### config.mk
export PLATFORM = sky130hd
export DESIGN_NAME = button_reader
export DESIGN_NICKNAME = d
export VERILOG_FILES = /design/src/rtl/button_pkg.sv /design/src/rtl/sync_2ff.sv /design/src/rtl/button_reader.sv
export SDC_FILE = /design/constraint.sdc
export NUM_CORES = 1
export LEC_CHECK = 0
export BUFFER_PORTS_ARGS = -buffer_cell sky130_fd_sc_hd__buf_2
export CAP_MARGIN = 10
export CORE_MARGIN = 3
export CORE_UTILIZATION = 40
export DETAILED_ROUTE_END_ITERATION = 10
export PLACE_DENSITY = 0.56
export SLEW_MARGIN = 20
export SYNTH_ARGS = -nofsm -noshare
export SYNTH_HDL_FRONTEND = slang
export SYNTH_SLANG_ARGS = --single-unit
### constraint.sdc
create_clock -name clk -period 5.81 [get_ports clk]
set_input_delay 0.8715 -clock clk [delete_from_list [all_inputs] [get_ports clk]]
set_output_delay 0.8715 -clock clk [all_outputs]
set_load 0.02 [all_outputs]
### src/rtl/button_pkg.sv
// Shared state encoding, default timing constants and counter sizing for the
// pushbutton reader.
package button_pkg;

  typedef enum logic [2:0] {
    ST_IDLE,
    ST_ARMING,
    ST_DOWN,
    ST_HELD,
    ST_RELEASING
  } state_t;

  // Defaults assume a 12 MHz clock: 20 ms debounce, 1 s long press, 200 ms repeat.
  localparam int unsigned DEF_DEBOUNCE_CYCLES = 240000;
  localparam int unsigned DEF_LONG_CYCLES     = 12000000;
  localparam int unsigned DEF_REPEAT_CYCLES   = 2400000;

  function automatic int unsigned max3(input int unsigned a, input int unsigned b,
                                       input int unsigned c);
    int unsigned m;
    m = (a > b) ? a : b;
    return (m > c) ? m : c;
  endfunction

  // One spare bit so that terminal value + 1 is still representable.
  function automatic int unsigned cnt_width(input int unsigned a, input int unsigned b,
                                            input int unsigned c);
    return $clog2(max3(a, b, c)) + 1;
  endfunction

endpackage

### src/rtl/sync_2ff.sv
// Two-flop synchronizer for asynchronous single-bit (or bit-independent) inputs.
module sync_2ff #(
  parameter int WIDTH = 1
) (
  input  logic             clk,
  input  logic             rst,
  input  logic [WIDTH-1:0] d,
  output logic [WIDTH-1:0] q
);

  logic [WIDTH-1:0] meta_reg;
  logic [WIDTH-1:0] sync_reg;

  // Each bit is synchronized on its own; no cross-bit coherence is implied.
  genvar gi;
  generate
    for (gi = 0; gi < WIDTH; gi++) begin : g_bit
      always_ff @(posedge clk) begin
        if (rst) begin
          meta_reg[gi] <= 1'b0;
          sync_reg[gi] <= 1'b0;
        end else begin
          meta_reg[gi] <= d[gi];
          sync_reg[gi] <= meta_reg[gi];
        end
      end
    end
  endgenerate

  assign q = sync_reg;

endmodule

### src/rtl/button_reader.sv
// Debounced pushbutton reader with press/release strobes, long-press detection
// and auto-repeat while held.
module button_reader
  import button_pkg::*;
#(
  parameter int unsigned DEBOUNCE_CYCLES = DEF_DEBOUNCE_CYCLES,
  parameter int unsigned LONG_CYCLES     = DEF_LONG_CYCLES,
  parameter int unsigned REPEAT_CYCLES   = DEF_REPEAT_CYCLES
) (
  input  logic clk,
  input  logic rst,
  input  logic btn_n,
  output logic down,
  output logic press_pulse,
  output logic release_pulse,
  output logic long_pulse,
  output logic repeat_pulse
);

  localparam int CNT_W = int'(cnt_width(DEBOUNCE_CYCLES, LONG_CYCLES, REPEAT_CYCLES));

  localparam logic [CNT_W-1:0] DEB_LAST  = CNT_W'(DEBOUNCE_CYCLES);
  localparam logic [CNT_W-1:0] LONG_LAST = CNT_W'(LONG_CYCLES);
  localparam logic [CNT_W-1:0] REP_LAST  = CNT_W'(REPEAT_CYCLES);
  localparam logic [CNT_W-1:0] CNT_ONE   = CNT_W'(1);

  logic [0:0] btn_sync;
  logic       btn_s;

  // Invert before synchronizing so the reset value of the flops means "released".
  sync_2ff #(
    .WIDTH(1)
  ) u_sync (
    .clk(clk),
    .rst(rst),
    .d  (~btn_n),
    .q  (btn_sync)
  );

  assign btn_s = btn_sync[0];

  state_t           state_reg;
  logic [CNT_W-1:0] cnt_reg;
  logic [CNT_W-1:0] cnt_next;
  logic             held_seen_reg;
  logic             down_reg;
  logic             press_reg;
  logic             release_reg;
  logic             long_reg;
  logic             repeat_reg;

  assign cnt_next = cnt_reg + CNT_ONE;

  always_ff @(posedge clk) begin
    if (rst) begin
      state_reg     <= ST_IDLE;
      cnt_reg       <= '0;
      held_seen_reg <= 1'b0;
      down_reg      <= 1'b0;
      press_reg     <= 1'b0;
      release_reg   <= 1'b0;
      long_reg      <= 1'b0;
      repeat_reg    <= 1'b0;
    end else begin
      press_reg   <= 1'b0;
      release_reg <= 1'b0;
      long_reg    <= 1'b0;
      repeat_reg  <= 1'b0;

      unique case (state_reg)
        ST_IDLE: begin
          cnt_reg <= '0;
          if (btn_s) begin
            state_reg <= ST_ARMING;
            cnt_reg   <= CNT_ONE;
          end
        end

        ST_ARMING: begin
          if (!btn_s) begin
            state_reg <= ST_IDLE;
            cnt_reg   <= '0;
          end else if (cnt_reg >= DEB_LAST) begin
            state_reg     <= ST_DOWN;
            cnt_reg       <= '0;
            held_seen_reg <= 1'b0;
            down_reg      <= 1'b1;
            press_reg     <= 1'b1;
          end else begin
            cnt_reg <= cnt_next;
          end
        end

        ST_DOWN: begin
          if (!btn_s) begin
            state_reg <= ST_RELEASING;
            cnt_reg   <= CNT_ONE;
          end else if (cnt_next >= LONG_LAST) begin
            state_reg     <= ST_HELD;
            cnt_reg       <= '0;
            held_seen_reg <= 1'b1;
            long_reg      <= 1'b1;
          end else begin
            cnt_reg <= cnt_next;
          end
        end

        ST_HELD: begin
          if (!btn_s) begin
            state_reg <= ST_RELEASING;
            cnt_reg   <= CNT_ONE;
          end else if (cnt_next >= REP_LAST) begin
            cnt_reg    <= '0;
            repeat_reg <= 1'b1;
          end else begin
            cnt_reg <= cnt_next;
          end
        end

        ST_RELEASING: begin
          // A short release is a glitch: resume where we were, with a fresh timer.
          if (btn_s) begin
            state_reg <= held_seen_reg ? ST_HELD : ST_DOWN;
            cnt_reg   <= '0;
          end else if (cnt_reg >= DEB_LAST) begin
            state_reg     <= ST_IDLE;
            cnt_reg       <= '0;
            held_seen_reg <= 1'b0;
            down_reg      <= 1'b0;
            release_reg   <= 1'b1;
          end else begin
            cnt_reg <= cnt_next;
          end
        end

        default: begin
          state_reg     <= ST_IDLE;
          cnt_reg       <= '0;
          held_seen_reg <= 1'b0;
          down_reg      <= 1'b0;
        end
      endcase
    end
  end

  assign down          = down_reg;
  assign press_pulse   = press_reg;
  assign release_pulse = release_reg;
  assign long_pulse    = long_reg;
  assign repeat_pulse  = repeat_reg;

endmodule

Word-level counts from Yosys, hierarchy flattened
Cells that the tools add are included.

Flip-flop bits (word level): 36. Latch bits: 0. Memory bits (writable): 0. Memory bits (read-only): 0. Bits of input ports: 3. Output and inout bits: 5. Logic and storage cells: 80. Memories: 0.

Add/subtract/negate cells: 1. Multiply operators: 0. Div/mod/pow operators: 0. $lt $le $gt $ge: 3. Eq/ne operators: 15. Shift operators: 0. Muxes and demuxes: 33. Bitwise gates (word level): 8. Reductions and logical operators: 10.

Operator list (count): two-way mux 25 bit (7); one-hot mux 25 bit (5 select lines) (1); adder 25 x 1 -> 25 bit (second input constant) (1); greater-or-equal comparator 25 x 18 -> 1 bit (second input constant) (1); greater-or-equal comparator 25 x 22 -> 1 bit (second input constant) (1); greater-or-equal comparator 25 x 24 -> 1 bit (second input constant) (1); two-way mux 3 bit (8); one-hot mux 3 bit (5 select lines) (1); AND reduction 5 bit (3); OR reduction 3 bit (5); two-way mux 1 bit (14); != test 2 bit (second input constant) (5); NOT 1 bit (8); == test 3 x 2 -> 1 bit (second input constant) (2); != test 2 x 1 -> 1 bit (second input constant) (3); != test 3 bit (second input constant) (2); one-hot mux 1 bit (4 select lines) (1); == test 3 x 1 -> 1 bit (second input constant) (1); == test 3 bit (second input constant) (1); logical NOT 3 bit (1); != test 3 x 2 -> 1 bit (second input constant) (1); one-hot mux 1 bit (3 select lines) (1); OR reduction 2 bit (1).

Logic depth before layout (Yosys ltp)
Gate-level depths: netlist of run 1.

Word-level depth: 5. Gate-level depth with buffers: 11. Depth with buffers taken out: 9.

Hierarchy
A second synthesis of run 1 with hierarchy kept.

Cell total of the unflattened synthesis: 294. Area, all modules: 2412.3 sq um.

Modules (own cells, without submodules): button_reader (instances 1, cells each 290, area each 2359.8 sq um, seq. area each 680.7 sq um); sync_2ff (instances 1, cells each 4, area each 52.6 sq um, seq. area each 40.0 sq um).

Worst setup path after synthesis of run 1
OpenSTA, ideal clock, no wires.

Kind: reg2reg. From: reg cnt_reg[0]. To: reg cnt_reg[13]. Setup time: 0.145 ns. Arrival: 2.609 ns. Data required time: 5.665 ns. Slack: 3.057 ns. Stages on the path, launching flop included: 11. Buffers on the path: 1. Clock period less this slack: 2.753 ns. Cell sequence: dfxtp_1 ha_1 nand3_2 nor4_2 xnor2_1 or4_1 a311oi_1 nor3_2 a31oi_4 buf_6 a211oi_1.

Longest elaborated chain between the ends: 5. Elaborated cells between the ends (all ways): 12. Those cells by class: add/sub: 1; order compare: 3; mux: 8.

RTL lines: start, declared (RTL line button_reader.sv:43) `logic [CNT_W-1:0] cnt_reg;`; start signal, assigned (RTL line button_reader.sv:90) `cnt_reg <= cnt_next;`; start signal, assigned (RTL line button_reader.sv:104) `cnt_reg <= cnt_next;`; start signal, assigned (RTL line button_reader.sv:116) `cnt_reg <= cnt_next;`; adder 25 x 1 -> 25 bit (RTL line button_reader.sv:52) `assign cnt_next = cnt_reg + CNT_ONE;`; greater-or-equal comparator 25 x 22 -> 1 bit or greater-or-equal comparator 25 x 24 -> 1 bit (tied branches) (RTL line button_reader.sv:112, button_reader.sv:98); two-way mux 25 bit, on equally long branches (RTL line button_reader.sv:112, button_reader.sv:98); two-way mux 25 bit, on equally long branches (RTL line button_reader.sv:109, button_reader.sv:95); one-hot mux 25 bit (5 select lines) * (RTL line button_reader.sv:70) `unique case (state_reg)`.

Every way passes the cells marked *; elsewhere a longest branch is shown, timed or not. A chain may end at the register's enable or synchronous reset.

Final worst setup path of run 1
From: reg cnt_reg[11]. To: reg cnt_reg[15].

Same word-level chain as after synthesis.

==> results of run 1 <==
-- final cells by class --
class	count	area, um2
tap	70	87.6
clock inverter	2	10.0
clock buffer	6	82.6
inverter	7	26.3
multi-input combinational	200	1390
sequential	36	721
timing repair buffer	7	35.0
fill	534	2890
-- per-layer routing --
layer / part of all wire, % / track usage [%] / routed length (um) / up-vias
met4: 1.1 / 6.08 / 53 / 0
met2: 43 / 25.5 / 2180 / 44
met1: 52 / 24.1 / 2620 / 882
li1: - / - / - / 968
met5: 0 / 0 / 0 / -
met3: 3.7 / 3.14 / 187 / 6
-- layout by cell type (no fill, tap or decap), drive strengths merged, types with 2 or more instances in the layout --
cell     instances
or2              2
nor4            11
nand3           13
dfxtp           36
a21oi           18
or3              2
and4             4
nor3b            3
buf              7
inv              7
a211oi          19
or4              2
and4b            2
nand4            7
clkinv           2
xor2             9
o2111ai          2
nor2b            2
and3             5
o21a             6
nor2            19
nand2b           3
o21ai           10
o22ai            3
clkbuf           6
ha               2
a211o            2
xnor2           10
a31oi            3
nand2           16
nor3            10
a21o             2
-- power by group --
| part | internal, mW | switching, mW |
|---|---|---|
| logic | 0.00487 | 0.0102 |
| clock network | 0.0946 | 0.0893 |
| registers | 0.248 | 0.00212 |
-- stage by stage --
stage,setup WS [ns],hold WS [ns],power [mW]
after global routing,1.72,0.461,0.470
after CTS,2.15,0.446,0.457
after global placement,2.17,0.417,0.271
after floorplan,3.06,0.414,0.268
after detailed placement,2.16,0.428,0.271
final,2.12,0.442,0.450
-- worst max path at each step --
| stage | start | endpoint | depth (start not counted) |
|---|---|---|---|
| after floorplan | cnt_reg[0] | cnt_reg[13] | 10 |
| after global placement | cnt_reg[11] | cnt_reg[4] | 8 |
| after detailed placement | cnt_reg[0] | cnt_reg[15] | 8 |
| after CTS | cnt_reg[0] | cnt_reg[15] | 8 |
| after global routing | cnt_reg[0] | cnt_reg[13] | 8 |
| final | cnt_reg[11] | cnt_reg[15] | 8 |
-- logic make-up (layout without fill, tap and decap cells) --
logic type	count (synthesis)	after routing	synth area share, %
other	1	1	0.168
AO/OA/AOI/OAI	75	75	26.3
XOR/XNOR	19	19	7.45
buffers and inverters	27	22	5.60
adder cells (fa/ha/maj)	2	2	1.12
multiplexers	1	1	0.504
AND/OR/NAND/NOR	102	102	26.6
flip-flops	36	36	32.3
==> metrics.txt, run 1 <==
status finished clean; Yosys warnings 0; Clk pin slew, worst setup/hold paths 0.08 ns; Post-Layout Cell Count 328; Mapped Nets 268; RePlAce Congestion 0.882; cts bufs inserted 5; synth top area cells dfxtp_1 32%, a211oi_2 6.2%, a21oi_1 4.0%; mapped cell area 0.00223 mm2; Post-Syn Instances 263; drt first-iter violations 109; Hold Crit Depth 1; Hold EP u_sync.q; setup TNS 0 ns; cell with the most instances after synthesis dfxtp_1; Crit path buffers/inverters 0; DR vias/cell 5.79; number of antenna violations at the first check in global routing 0; flop2flop setup slack 2.12 ns; DP Wirelength 3590 um; Post-Route Skew 0.0131 ns; Placed Area 0.00226 mm2; CP most frequent cell nor4_1; crit path cell chain nand4_1, nor4_1, a21oi_1, o22ai_2, nor4_1, a31oi_2, nand3_2, a211oi_1; Lkg Pwr 0.714 nW; f_max 0.271 GHz; Worst slew margin 30.9%; final setup fails 0; die height 80.7 um; post-synth top area share 32.3%; Post CTS Setup Buffer Count 0; synth cell count leaders 36 x dfxtp_1, 19 x nor2_1, 18 x a21oi_1; Hold Crit Class flop to flop; syn_area_per_cell 8.49 um2; routed wire length per instance 15.4 um; initial cell density of the core 42.6%; Hold-fix buffers, CTS 0; CTS max path bufs 2; Yosys reg bits 36; largest area contributor in the netlist dfxtp_1; Critical Path RT 6.01 ns; number of synthesized flops with an enable pin 0; CP top delay family simple AND/OR/NAND/NOR gates; Placeable Area 0.00524 mm2; Worst Setup End Kind flop; Max IR drop VDD 0.108 mV; Hold Vio Cnt, Final 0; Clk Latency, worst-skew pair 0.29 ns; Startpoint Class flop; vias in the first global route 1,774; CTS tree built; hold path start u_sync.meta_reg; nets 262; total number of vias 1,900; WL final 5040 um; async set-or-reset flop fraction in the synthesized netlist 0%; first-pass GRT wire length 8630 um; fraction of layout cells with a size suffix above 1 15.1%; IO Count 8; Period Utilization, post-route 63.5%; CTS sink count 36; PD cells 191 mW/mm2; count of different cell masters after synthesis 55; Die Width 80.7 um; Port-buffer cells 7; register area share after synthesis 32.3%; CTS root buffer clkbuf_8; Reg-to-Reg End cnt_reg[15]; Final Slew Violations 0; r2r worst-path depth 8; slew at the pin with the worst max-slew slack 1.03 ns; final instance area 0.00235 mm2; ANT nets after route 0; slowest stage delay, CP 0.91 ns; slowest CP cell nor4_1; final antenna diode count 0; PostCTS Resize Cnt 0; CTS H-tree depth 2; Arrival @ worst endpoint 3.89 ns; die footprint 0.00652 mm2; placed instance count 320; Max-Cap Viols 0; critical path type flop to flop; DR pass1 iterations 4; r2r startpoint cnt_reg[11]; gr ovfl total 0; unrepaired setup endpoints after global routing false; largest net degree at the start of global routing 24; Largest register FFs 25; Synth-to-Final Area Change 5.21%; All-Layer GR Usage 17.0%; # rows 26; Crit Path Max Fanout 23; minimum clock period 3.69 ns; ys flop type dfxtp_1; DR DRC count 0; Final Core Density 44.9%
Power figures use the tool's default switching activity.
==> run 2: changes to the inputs <==
ABC_AREA = 1   (was unset)
PLACE_DENSITY = 0.55   (was 0.56)
clock period = 3.72 ns   (was 5.81 ns; I/O delays follow)
==> metrics.txt, run 2 <==
Critical Path RT 3.89 ns (-2.12 ns); commonest non-fill, non-tap cells in the layout 105 x nand2_1, 59 x nor2_1, 54 x inv_1; status finished clean; Mapped Nets 387 (+44%); DR pass1 iterations 4 (unchanged); Post CTS Setup Buffer Count 0 (unchanged); Hold Crit Class flop to flop; Place WS 0.926 ns (-1.24 ns); async set-or-reset flop fraction in the synthesized netlist 0% (unchanged); CTS max path bufs 2 (unchanged); Period Utilization, post-route 74.5% (+11 points); initial cell density of the core 42.6% (about the same); Max-Cap Viols 0 (unchanged); CTS sink count 36 (unchanged); cell with the most instances after synthesis nand2_1; All-Layer GR Usage 16.9% (-0.12 points); ANT nets after route 0 (unchanged); drt first-iter violations 99 (-9.2%); Adder-Cell Fraction of Synth Area 1.03% (-0.093 points); Yosys warnings 0 (unchanged); routed wire length per instance 11.9 um (-23%); CTS root buffer clkbuf_8; fraction of layout cells with a size suffix above 1 15.1% (-0.065 points); Crit. Startpoint cnt_reg[0]; first-pass GRT wire length 9690 um (+12%); final setup fails 0 (unchanged); mapped cell area 0.00243 mm2 (+9.0%); post-synthesis compound-gate area fraction 3.03% (-23 points); Yosys reg bits 36 (unchanged); f_max 0.361 GHz (+33%); register area share after synthesis 29.6% (-2.7 points); unrepaired setup endpoints after global routing false; number of antenna violations at the first check in global routing 0 (unchanged); Final Slew Violations 0 (unchanged); minimum clock period 2.77 ns (-0.916 ns); DR DRC count 0 (unchanged); setup TNS 0 ns (unchanged); ys flop type dfxtp_1; Hold-fix buffers, CTS 0 (unchanged); commonest non-fill, non-tap cell in the layout nand2_1; synth top area cells dfxtp_1 30%, nand2_1 16%, nor2_1 9.1%; total number of vias 2,216 (+17%); combinational family with the most area after synthesis simple AND/OR/NAND/NOR gates; # rows 27 (+3.8%); synth cell count leaders 105 x nand2_1, 59 x nor2_1, 54 x inv_1; die footprint 0.00706 mm2 (+8.3%); area of the multi-input gates 0.00147 mm2 (+5.6%); fill count 612 (+15%); r2r startpoint cnt_reg[0]; Post-Syn Instances 382 (+45%); Clk pin slew, worst setup/hold paths 0.07 ns (about the same); hold path start u_sync.meta_reg; cts bufs inserted 5 (unchanged); Final Hold Slack 0.405 ns (-0.0364 ns); nets 397 (+52%); Worst slew margin 52.0% (+21 points); XOR/XNOR Fraction of Synth Area 3.91% (-3.5 points); mux share of post-synthesis cell area 0% (-0.50 points); gr ovfl total 0 (unchanged); IO Count 8 (unchanged); Worst Setup End Kind flop; DR vias/cell 4.78 (-18%); simple-gate share of the synthesized area 52.1% (+26 points); Synth-to-Final Area Change 6.58%; Placeable Area 0.00571 mm2 (+9.0%); Post-Route Skew 0.00623 ns (-0.00692 ns); CTS tree built; slew at the pin with the worst max-slew slack 0.713 ns (-0.314 ns); syn_area_per_cell 6.37 um2 (-25%); CTS H-tree depth 2 (unchanged); Clk Latency, worst-skew pair 0.29 ns (about the same); Hold Vio Cnt, Final 0 (unchanged); critical path type flop to flop; Crit Path Max Fanout 23 (unchanged); count of different cell masters after synthesis 34 (-38%); Port-buffer cells 7 (unchanged); die height 84.0 um (+4.1%); vias in the first global route 2,126 (+20%); final worst setup slack 0.950 ns (-1.17 ns); flop2flop setup slack 0.95 ns (-1.17 ns); post-synth top area share 29.6% (-2.7 points); register area 721 um2 (unchanged); Placed Area 0.00252 mm2 (+12%); Final Core Density 45.5% (+0.59 points); RePlAce Congestion 0.852 (-3.4%); Die Width 84.0 um (+4.1%); PostCTS Resize Cnt 0 (unchanged); Max IR drop VDD 0.145 mV (+34%); Largest register FFs 25 (unchanged); Startpoint Class flop; WL final 5510 um (+9.3%); final instance area 0.00259 mm2 (+10%); DP Wirelength 4440 um (+24%); final antenna diode count 0 (unchanged); number of synthesized flops with an enable pin 0 (unchanged); largest net degree at the start of global routing 24 (unchanged); Arrival @ worst endpoint 2.94 ns (-0.95 ns); largest area contributor in the netlist dfxtp_1; PD cells 279 mW/mm2 (+46%); Lkg Pwr 1.08 nW (+51%)
[run 2: where the power goes]
part           internal, mW  switching [mW]
registers             0.393         0.00632
clock network         0.127           0.134
logic                0.0208          0.0427
total                 0.541           0.183
[run 2: worst max-delay path, stage by stage, from the launching register on]
cell	delay, ns
dfxtp_1	0.44
ha_1	0.29
inv_1	0.10
nor2_4	0.16
nand2_4	0.11
nor2_8	0.16
xor2_2	0.24
nand3_1	0.11
nor2_1	0.12
nand4_1	0.12
and2_4	0.20
nand2_4	0.07
nand3_2	0.09
nand2_4	0.34
nor2_1	0.07
[run 2: logic make-up after synthesis]
kind of cell / after synthesis
simple gates: 262
other cells: 1
buf+inv: 59
xor+xnor: 10
flops: 36
compound gates: 12
fa+ha+maj: 2
[run 2: final cells by class]
cell class	count	area share (%)
clock buffer	6	2.80
tap	72	3.47
sequential	36	27.8
inverter	55	7.96
multi-input combinational	287	56.5
clock inverter	1	0.193
timing repair buffer	7	1.35
[run 2: metal layers]
| layer | track usage [%] | wire, um | up-vias |
|---|---|---|---|
| met5 | 0 | 0 | - |
| met4 | 5.26 | 53 | 0 |
| met3 | 3.36 | 232 | 4 |
| met2 | 26.0 | 2360 | 34 |
| met1 | 23.4 | 2860 | 976 |
| li1 | - | - | 1202 |
[run 2: stage by stage]
| stage | power [mW] | instances |
|---|---|---|
| finish | 0.724 | 464 |
| global route | 0.766 | 464 |
| CTS | 0.734 | 464 |
| detailed placement | 0.471 | 457 |
| global placement | 0.472 | 457 |
| floorplan | 0.458 | 382 |
[run 2: final timing paths]
path / to / depth (start not counted)
max reg2reg: cnt_reg[1] / 14
min reg2reg: u_sync.q / 2
max: cnt_reg[1] / 14
min: u_sync.q / 2
==> run 3: changes to the inputs <==
clock period = 2.6 ns   (was 3.72 ns; I/O delays follow)
==> metrics.txt, run 3 (synthesis gave the netlist of run 2 again) <==
final setup fails 0 (unchanged); fill count 578 (-5.6%); DR vias/cell 4.86 (+1.8%); flop2flop setup slack 0.16 ns (-0.79 ns); vias in the first global route 2,191 (+3.1%); final instance area 0.00287 mm2 (+11%); Placeable Area 0.00571 mm2 (unchanged); Worst Setup End Kind flop; Critical Path RT 2.78 ns (-1.11 ns); Clk pin slew, worst setup/hold paths 0.07 ns (about the same); IO Count 8 (unchanged); final antenna diode count 0 (unchanged); Final Core Density 50.3% (+4.8 points); Placed Area 0.00261 mm2 (+3.5%); Startpoint Class flop; Place WS 0.0208 ns (-0.905 ns); Hold Crit Class input pin to flop; DP Wirelength 4700 um (+6.0%); CP top delay family simple AND/OR/NAND/NOR gates; Post-Layout Cell Count 481 (+3.7%); status finished clean; DR pass1 iterations 5 (+1); routed wire length per instance 12.4 um (+4.2%); nets 414 (+4.3%); slowest stage delay, CP 0.39 ns (-0.05 ns); Post-Route Skew 0.0103 ns (+0.00409 ns); Die Width 84.0 um (unchanged); WL final 5950 um (+8.0%); RePlAce Congestion 0.860 (+0.94%); Crit Path Max Fanout 7 (-70%); Port-buffer cells 7 (unchanged); crit path cell chain nand2_2, nor2_4, nand2_4, nor2_4, nand3_1, nand2_2, nand2_1, nor2_1, nand2_1, nor2_1, nor2_1, and2_1, nand2_1, nand3_2, nand2_4, clkbuf_16, nor2_2; Lkg Pwr 1.19 nW (+11%); cts bufs inserted 5 (unchanged); Clk Latency, worst-skew pair 0.29 ns (about the same); initial cell density of the core 42.6% (unchanged); gr ovfl total 0 (unchanged); Synth-to-Final Area Change 17.9%; commonest non-fill, non-tap cells in the layout 98 x nand2_1, 54 x inv_1, 47 x nor2_1; Power Total 1.04 mW (+44%); Largest register FFs 25 (unchanged); Hold-fix buffers, CTS 0 (unchanged); Final Slew Violations 0 (unchanged); Arrival @ worst endpoint 2.62 ns (-0.32 ns); DR DRC count 0 (unchanged); final worst setup slack 0.159 ns (-0.791 ns); slew at the pin with the worst max-slew slack 0.494 ns (-0.219 ns); critical path type flop to flop; CTS H-tree depth 2 (unchanged); Worst slew margin 66.8% (+15 points); number of antenna violations at the first check in global routing 0 (unchanged); Crit path buffers/inverters 1 (unchanged); f_max 0.410 GHz (+13%); PD cells 362 mW/mm2 (+30%); fraction of layout cells with a size suffix above 1 26.4% (+11 points); setup TNS 0 ns (unchanged); minimum clock period 2.44 ns (-0.329 ns); Max IR drop VDD 0.306 mV (+110%); CTS max path bufs 2 (unchanged); All-Layer GR Usage 16.9% (+0.095 points); # rows 27 (unchanged); Max-Cap Viols 0 (unchanged); CTS tree built; first-pass GRT wire length 9750 um (+0.64%); ANT nets after route 0 (unchanged); commonest non-fill, non-tap cell in the layout nand2_1; CTS sink count 36 (unchanged); die footprint 0.00706 mm2 (unchanged); die height 84.0 um (unchanged); CTS root buffer clkbuf_8; slowest CP cell dfxtp_1; Final Hold Slack 0.250 ns (-0.155 ns); largest net degree at the start of global routing 15 (-38%); Period Utilization, post-route 93.9% (+19 points); Hold Vio Cnt, Final 0 (unchanged); placed instance count 467 (+2.2%); drt first-iter violations 111 (+12%); total number of vias 2,339 (+5.6%)
-- run 3: worst paths after layout --
path,from,end,cells past startpoint
max,cnt_reg[4],cnt_reg[8],17
min,btn_n,u_sync.meta_reg,2
max reg2reg,cnt_reg[4],cnt_reg[8],17
min reg2reg,u_sync.meta_reg,u_sync.q,2
-- run 3: timing repair --
action / 4_1_cts / 5_1_grt
cloned: 0 / 1
pin swaps: 0 / 8
resized for setup: 1 / 42
setup buffers: 0 / 6
setup endpoints to repair: 1 / 24
-- run 3: cell type report --
cell class	instances	area, um2	share of cell area, %
flip-flops and latches	36	741	25.8
multi-input cells	287	1560	54.3
clock inverters	1	5.00	0.174
repair buffers	24	196	6.84
well taps	72	90.1	3.14
clock buffers	6	72.6	2.53
inverters	55	206	7.19
-- run 3: per-layer routing --
metal	wire (um)	share of wire, %	up-vias	track usage [%]
met5	0	0	-	0
met4	52	0.87	0	4.82
met3	285	4.8	5	3.06
met2	2750	46	36	27.8
met1	2860	48	1056	22.6
li1	-	-	1242	-
-- run 3: where the power goes --
group	internal [mW]	switching [mW]	leakage, nW
sequential	0.561	0.00843	0.298
clock	0.182	0.190	0.0410
combinational	0.0338	0.0636	0.854
-- run 3: worst register-to-register path, stage by stage, from the launching register on --
cell       delay [ns]
dfxtp_1          0.39
nand2_2          0.12
nor2_4           0.18
nand2_4          0.10
nor2_4           0.17
nand3_1          0.10
nand2_2          0.13
nand2_1          0.08
nor2_1           0.17
nand2_1          0.07
nor2_1           0.08
nor2_1           0.07
and2_1           0.16
nand2_1          0.07
nand3_2          0.09
nand2_4          0.15
clkbuf_16        0.18
nor2_2           0.03
